### src/rtl/imem_loader.sv
// Byte-stream instruction-memory loader: assembles little-endian words and writes them to IMEM.
// Optional trailer checksum verification is enabled by defining IMEM_LOADER_CKSUM_EN.
module imem_loader #(
  parameter int unsigned DEPTH = 64
) (
  input  logic        clk,
  input  logic        rst,
  input  logic        start,
  input  logic [15:0] n_words,
  input  logic [7:0]  in_data,
  input  logic        in_valid,
  output logic        in_ready,
  output logic        mem_we,
  output logic [31:0] mem_addr,
  output logic [31:0] mem_wdata,
  output logic        busy,
  output logic        done,
  output logic        err,
  output logic [31:0] cksum
);

  localparam int unsigned DW = 32;
  localparam int unsigned NW = 16;
  localparam int unsigned BW = 8;
  localparam int unsigned CW = 2;

  typedef enum logic [2:0] {IDLE, RECV, WRITE, CHK, FIN} state_t;

  state_t        state_q, state_d;
  logic [DW-1:0] word_q, word_d;
  logic [CW-1:0] byte_cnt_q, byte_cnt_d;
  logic [NW-1:0] idx_q, idx_d;
  logic [NW-1:0] n_q, n_d;
  logic [DW-1:0] cksum_q, cksum_d;
  logic          err_q, err_d;
  logic          done_q, done_d;
  logic          busy_q, busy_d;
  logic          in_ready_q, in_ready_d;
  logic          mem_we_q, mem_we_d;
  logic [DW-1:0] mem_addr_q, mem_addr_d;
  logic [DW-1:0] mem_wdata_q, mem_wdata_d;

  logic          accept_c;
  logic          start_ok_c;
  logic          last_word_c;
  logic [DW-1:0] word_next_c;

  assign accept_c    = in_valid && in_ready_q;
  // Shifting in from the top leaves the first byte in bits [7:0] after four transfers.
  assign word_next_c = {in_data, word_q[DW-1:BW]};
  assign start_ok_c  = (n_words != '0) && ({16'd0, n_words} <= DEPTH);
  assign last_word_c = (idx_q == (n_q - NW'(1)));

  // State and datapath registers
  always_ff @(posedge clk or posedge rst) begin
    if (rst) begin
      state_q     <= IDLE;
      word_q      <= '0;
      byte_cnt_q  <= '0;
      idx_q       <= '0;
      n_q         <= '0;
      cksum_q     <= '0;
      err_q       <= 1'b0;
      done_q      <= 1'b0;
      busy_q      <= 1'b0;
      in_ready_q  <= 1'b0;
      mem_we_q    <= 1'b0;
      mem_addr_q  <= '0;
      mem_wdata_q <= '0;
    end else begin
      state_q     <= state_d;
      word_q      <= word_d;
      byte_cnt_q  <= byte_cnt_d;
      idx_q       <= idx_d;
      n_q         <= n_d;
      cksum_q     <= cksum_d;
      err_q       <= err_d;
      done_q      <= done_d;
      busy_q      <= busy_d;
      in_ready_q  <= in_ready_d;
      mem_we_q    <= mem_we_d;
      mem_addr_q  <= mem_addr_d;
      mem_wdata_q <= mem_wdata_d;
    end
  end

  // Next-state, datapath and registered-output decode
  always_comb begin
    state_d     = state_q;
    word_d      = word_q;
    byte_cnt_d  = byte_cnt_q;
    idx_d       = idx_q;
    n_d         = n_q;
    cksum_d     = cksum_q;
    err_d       = err_q;
    mem_addr_d  = mem_addr_q;
    mem_wdata_d = mem_wdata_q;

    case (state_q)
      IDLE: begin
        if (start) begin
          if (start_ok_c) begin
            err_d      = 1'b0;
            idx_d      = '0;
            byte_cnt_d = '0;
            cksum_d    = '0;
            word_d     = '0;
            n_d        = n_words;
            state_d    = RECV;
          end else begin
            err_d = 1'b1;
          end
        end
      end
      RECV: begin
        if (accept_c) begin
          word_d     = word_next_c;
          byte_cnt_d = byte_cnt_q + CW'(1);
          if (byte_cnt_q == CW'(3)) begin
            state_d     = WRITE;
            mem_addr_d  = DW'({idx_q, 2'b00});
            mem_wdata_d = word_next_c;
          end
        end
      end
      WRITE: begin
        idx_d = idx_q + NW'(1);
`ifdef IMEM_LOADER_CKSUM_EN
        cksum_d = cksum_q + word_q;
        state_d = last_word_c ? CHK : RECV;
`else
        state_d = last_word_c ? FIN : RECV;
`endif
      end
      CHK: begin
`ifdef IMEM_LOADER_CKSUM_EN
        if (accept_c) begin
          word_d     = word_next_c;
          byte_cnt_d = byte_cnt_q + CW'(1);
          if (byte_cnt_q == CW'(3)) begin
            if (word_next_c == cksum_q) begin
              state_d = FIN;
            end else begin
              err_d   = 1'b1;
              state_d = IDLE;
            end
          end
        end
`else
        state_d = IDLE;
`endif
      end
      FIN:     state_d = IDLE;
      default: state_d = IDLE;
    endcase

    mem_we_d   = (state_d == WRITE);
    in_ready_d = (state_d == RECV) || (state_d == CHK);
    busy_d     = (state_d != IDLE);
    done_d     = (state_d == FIN);
  end

  assign in_ready  = in_ready_q;
  assign mem_we    = mem_we_q;
  assign mem_addr  = mem_addr_q;
  assign mem_wdata = mem_wdata_q;
  assign busy      = busy_q;
  assign done      = done_q;
  assign err       = err_q;
  assign cksum     = cksum_q;

endmodule
### config.mk
export PLATFORM = sky130hd
export DESIGN_NAME = imem_loader
export DESIGN_NICKNAME = d
export VERILOG_FILES = /design/src/rtl/imem_loader.sv
export SDC_FILE = /design/constraint.sdc
export NUM_CORES = 1
export LEC_CHECK = 0
export BUFFER_PORTS_ARGS = -buffer_cell sky130_fd_sc_hd__buf_2
export CAP_MARGIN = 25
export CORE_MARGIN = 4
export CORE_UTILIZATION = 44
export CTS_CLUSTER_DIAMETER = 30
export DETAILED_ROUTE_END_ITERATION = 8
export PLACE_DENSITY = 0.68
export REMOVE_ABC_BUFFERS = 1
export SKIP_CTS_REPAIR_TIMING = 1
export SYNTH_ARGS = -nofsm -noshare
export SYNTH_HDL_FRONTEND = slang
export SYNTH_SLANG_ARGS = --single-unit
### constraint.sdc
create_clock -name clk -period 3.65 [get_ports clk]
set_clock_uncertainty 0.1 [all_clocks]
set_input_delay 0 -clock clk [delete_from_list [all_inputs] [get_ports clk]]
set_output_delay 0 -clock clk [all_outputs]
set_load 0.02 [all_outputs]
==> metrics.cfg <==
[worst_setup_path]
path_class = reg -> reg
worstSetupEndpointType = flop
startpoint_type = flop
worst-path-buf-inv = 0
critical_path.top_delay_family = simple AND/OR/NAND/NOR gates
arrival_ns = 3.15
slowest_delay_ns = 0.68
path_cells = or4_1 -> or3_1 -> o31a_1 -> nor3_1 -> and4_1 -> nand4_2 -> a221o_1
slowest_stage = or4_1
path_max_fanout = 7
cp.required_ns = 3.84

[timing]
setup_viol = 0
layout_min_cycle_time_ns = 2.959
max_freq_ghz = 0.3380
relSlewSlack_pct = 42.52
maxSlewViolCount = 0
worst_slew_pin_slew_ns = 0.8584
fin_crit_sh_pct = 81.07
hold_viol_final = 0
rsz0062_at_grt = false

[finish]
area_delta_synth_final_pct = 22.15
stdcell_count = 751
fin_nets = 622
utilization_pct = 54.75
drive_above_1_share_pct = 29.64
antenna_cells = 0

[synthesis]
yosys.area.top_type = dfrtp_1
syn_area_um2 = 5361
seq_area_frac_synth_pct = 53.21
synth_edf_count = 0
synthArstFlopShare_pct = 100.0
syn_area_per_cell_um2 = 10.88
synth_ff_type = dfrtp_1
synth_cells = 493
yosysWarningCount = 0
yosysMostFrequentCell = dfrtp_1
synth_seq_cells = 114
yosys.area.top_type_share_pct = 53.21
synth_area_leaders = dfrtp_1 (53%), mux2_2 (11%), buf_4 (6.7%), nand2_1 (4.3%), o21ai_0 (3.1%)
synth.distinct_cells = 45
synthTopCellsByCount = dfrtp_1 (114), nand2_1 (61), mux2_2 (54)

[grt]
grt_pass1_wl_um = 18610
grt-ovfl-total = 0
antenna_found_initial = 0
grt_pass1_vias = 3772
grtUsageTotal_pct = 16.43
grt_max_degree = 52

[floorplan]
die_x_um = 118.4
core_area_um2 = 11960
die_height_um = 118.4
num_rows = 40
num_io_pins = 129
die-area_um2 = 14020
initial_core_util_pct = 44.82

[clock_tree]
htreeDepth = 4
ctsLongestPathBuffers = 2
cts_buffers = 17
cts_tree = built
clock-sinks = 114
path_clk_slew_ns = 0.06
clock_latency_ns = 0.41
cts_root_buf = clkbuf_16

[flow_run]
cap_violations = 0

[pwr]
p_leak_nw = 3.301
power_density_nw_per_um2 = 481.4
irDropWorstVdd_mv = 0.2515

[drt]
drtIter0Drc = 228
avgRoutedWirePerCell_um = 14.81
wl_met3_um = 453
wl_um = 11130
ant_nets = 0
top_layer = met4
drt_pass1_iterations = 4
met2_length_um = 5557
vias_per_cell = 5.001
num_vias = 3756
drc_errors = 0
wl_met1_um = 4909

[place]
dp_hpwl_um = 7396
portBuffers = 80
place.gp.congestion = 0.9266
dp_cells = 701

[worst_hold_path]
hold_path.class = in -> async

[run_status]
status = finished clean

[cell type report]
class	instances	area, um2
multi-input cells	346	2220
well taps	147	183.9
inverters	7	28.78
fillers	1030	5413
clock inverters	14	201.4
repair buffers	105	633.1
clock buffers	18	429.2
flip-flops and latches	114	2853
[sequential cells by signal, indices dropped and copies added (netlist names)]
signal      count
mem_we          1
mem_wdata      32
busy            1
mem_addr       16
err             1
n_q            16
state_q         3
in_ready        1
word_q         24
done            1
idx_q          16
byte_cnt_q      2
[power breakdown]
group	internal, mW	leakage (nW)	switching (mW)	total [mW]
Combinational	0.0329	1.44	0.0905	0.123
Clock	1.15	0.290	0.608	1.76
Sequential	1.27	1.57	0.00401	1.27
Total	2.45	3.30	0.702	3.15
[worst min-delay path, cell delays in order]
cell and delay, ns:
dlygate4sd3_1 0.53, buf_2 0.13, inv_4 0.42
[through the flow]
step           TNS, ns  setup slack (ns)  hold slack (ns)  total power [mW]  instance area, um2
6_report             0            0.6911           0.1067             3.153                6549
5_1_grt              0            0.5690           0.1739             3.259                6549
2_1_floorplan   -20.39           -0.4220          0.01684             1.370                5081
4_1_cts              0            0.6993          -0.4228             3.170                6369
3_3_place_gp         0            0.8274         0.006727             1.401                5738
3_5_place_dp         0            0.7572          0.01085             1.402                5738
[kinds of logic (layout without fill, tap and decap cells)]
| group | count (synthesis) | count (layout) | synth area share (%) |
|---|---|---|---|
| buffers and inverters | 80 | 144 | 9.008 |
| flip-flops | 114 | 114 | 53.21 |
| adder cells (fa/ha/maj) | 3 | 3 | 0.7002 |
| other | 1 | 48 | 0.06994 |
| multiplexers | 55 | 55 | 11.53 |
| AND/OR/NAND/NOR | 151 | 151 | 14.07 |
| AO/OA/AOI/OAI | 60 | 60 | 6.675 |
| XOR/XNOR | 29 | 29 | 4.737 |
[layout by cell type, fill, tap and decap left out, types with 9 or more instances in the layout]
master         netlist  layout
o21ai_0             33      33
xnor2_1             18      18
clkbuf_16            0      17
nor3_1              11      11
dfrtp_1            114     114
nor2_1              21      21
xor2_1              11      11
nor2b_1             10      10
mux2_2              54      54
nand2_1             61      61
a21oi_1              9       9
dlygate4sd3_1        0      18
buf_2                2      80
conb_1               1      48
[metal layers]
layer | global-route usage [%] | up-vias
met5 | 0 | -
met4 | 6.589 | 0
met3 | 4.785 | 20
met2 | 27.19 | 99
met1 | 20.26 | 1836
li1 | - | 1801
[final timing paths]
kind / from / end / slack (ns) / depth (start not counted)
min: rst / mem_wdata[26]$_DFFE_PP0P_ / 0.11 / 3
max in group asynchronous: rst / n_q[1]$_DFFE_PP0P_ / 2.44 / 4
min reg2reg: word_q[12]$_DFFE_PP0P_ / word_q[12]$_DFFE_PP0P_ / 0.37 / 2
max: n_q[3]$_DFFE_PP0P_ / state_q[0]$_DFF_PP0_ / 0.69 / 7
min in group clk: n_words[1] / n_q[1]$_DFFE_PP0P_ / 0.26 / 4
max reg2reg: n_q[3]$_DFFE_PP0P_ / state_q[0]$_DFF_PP0_ / 0.69 / 7
(Power assumes the default switching activity.)
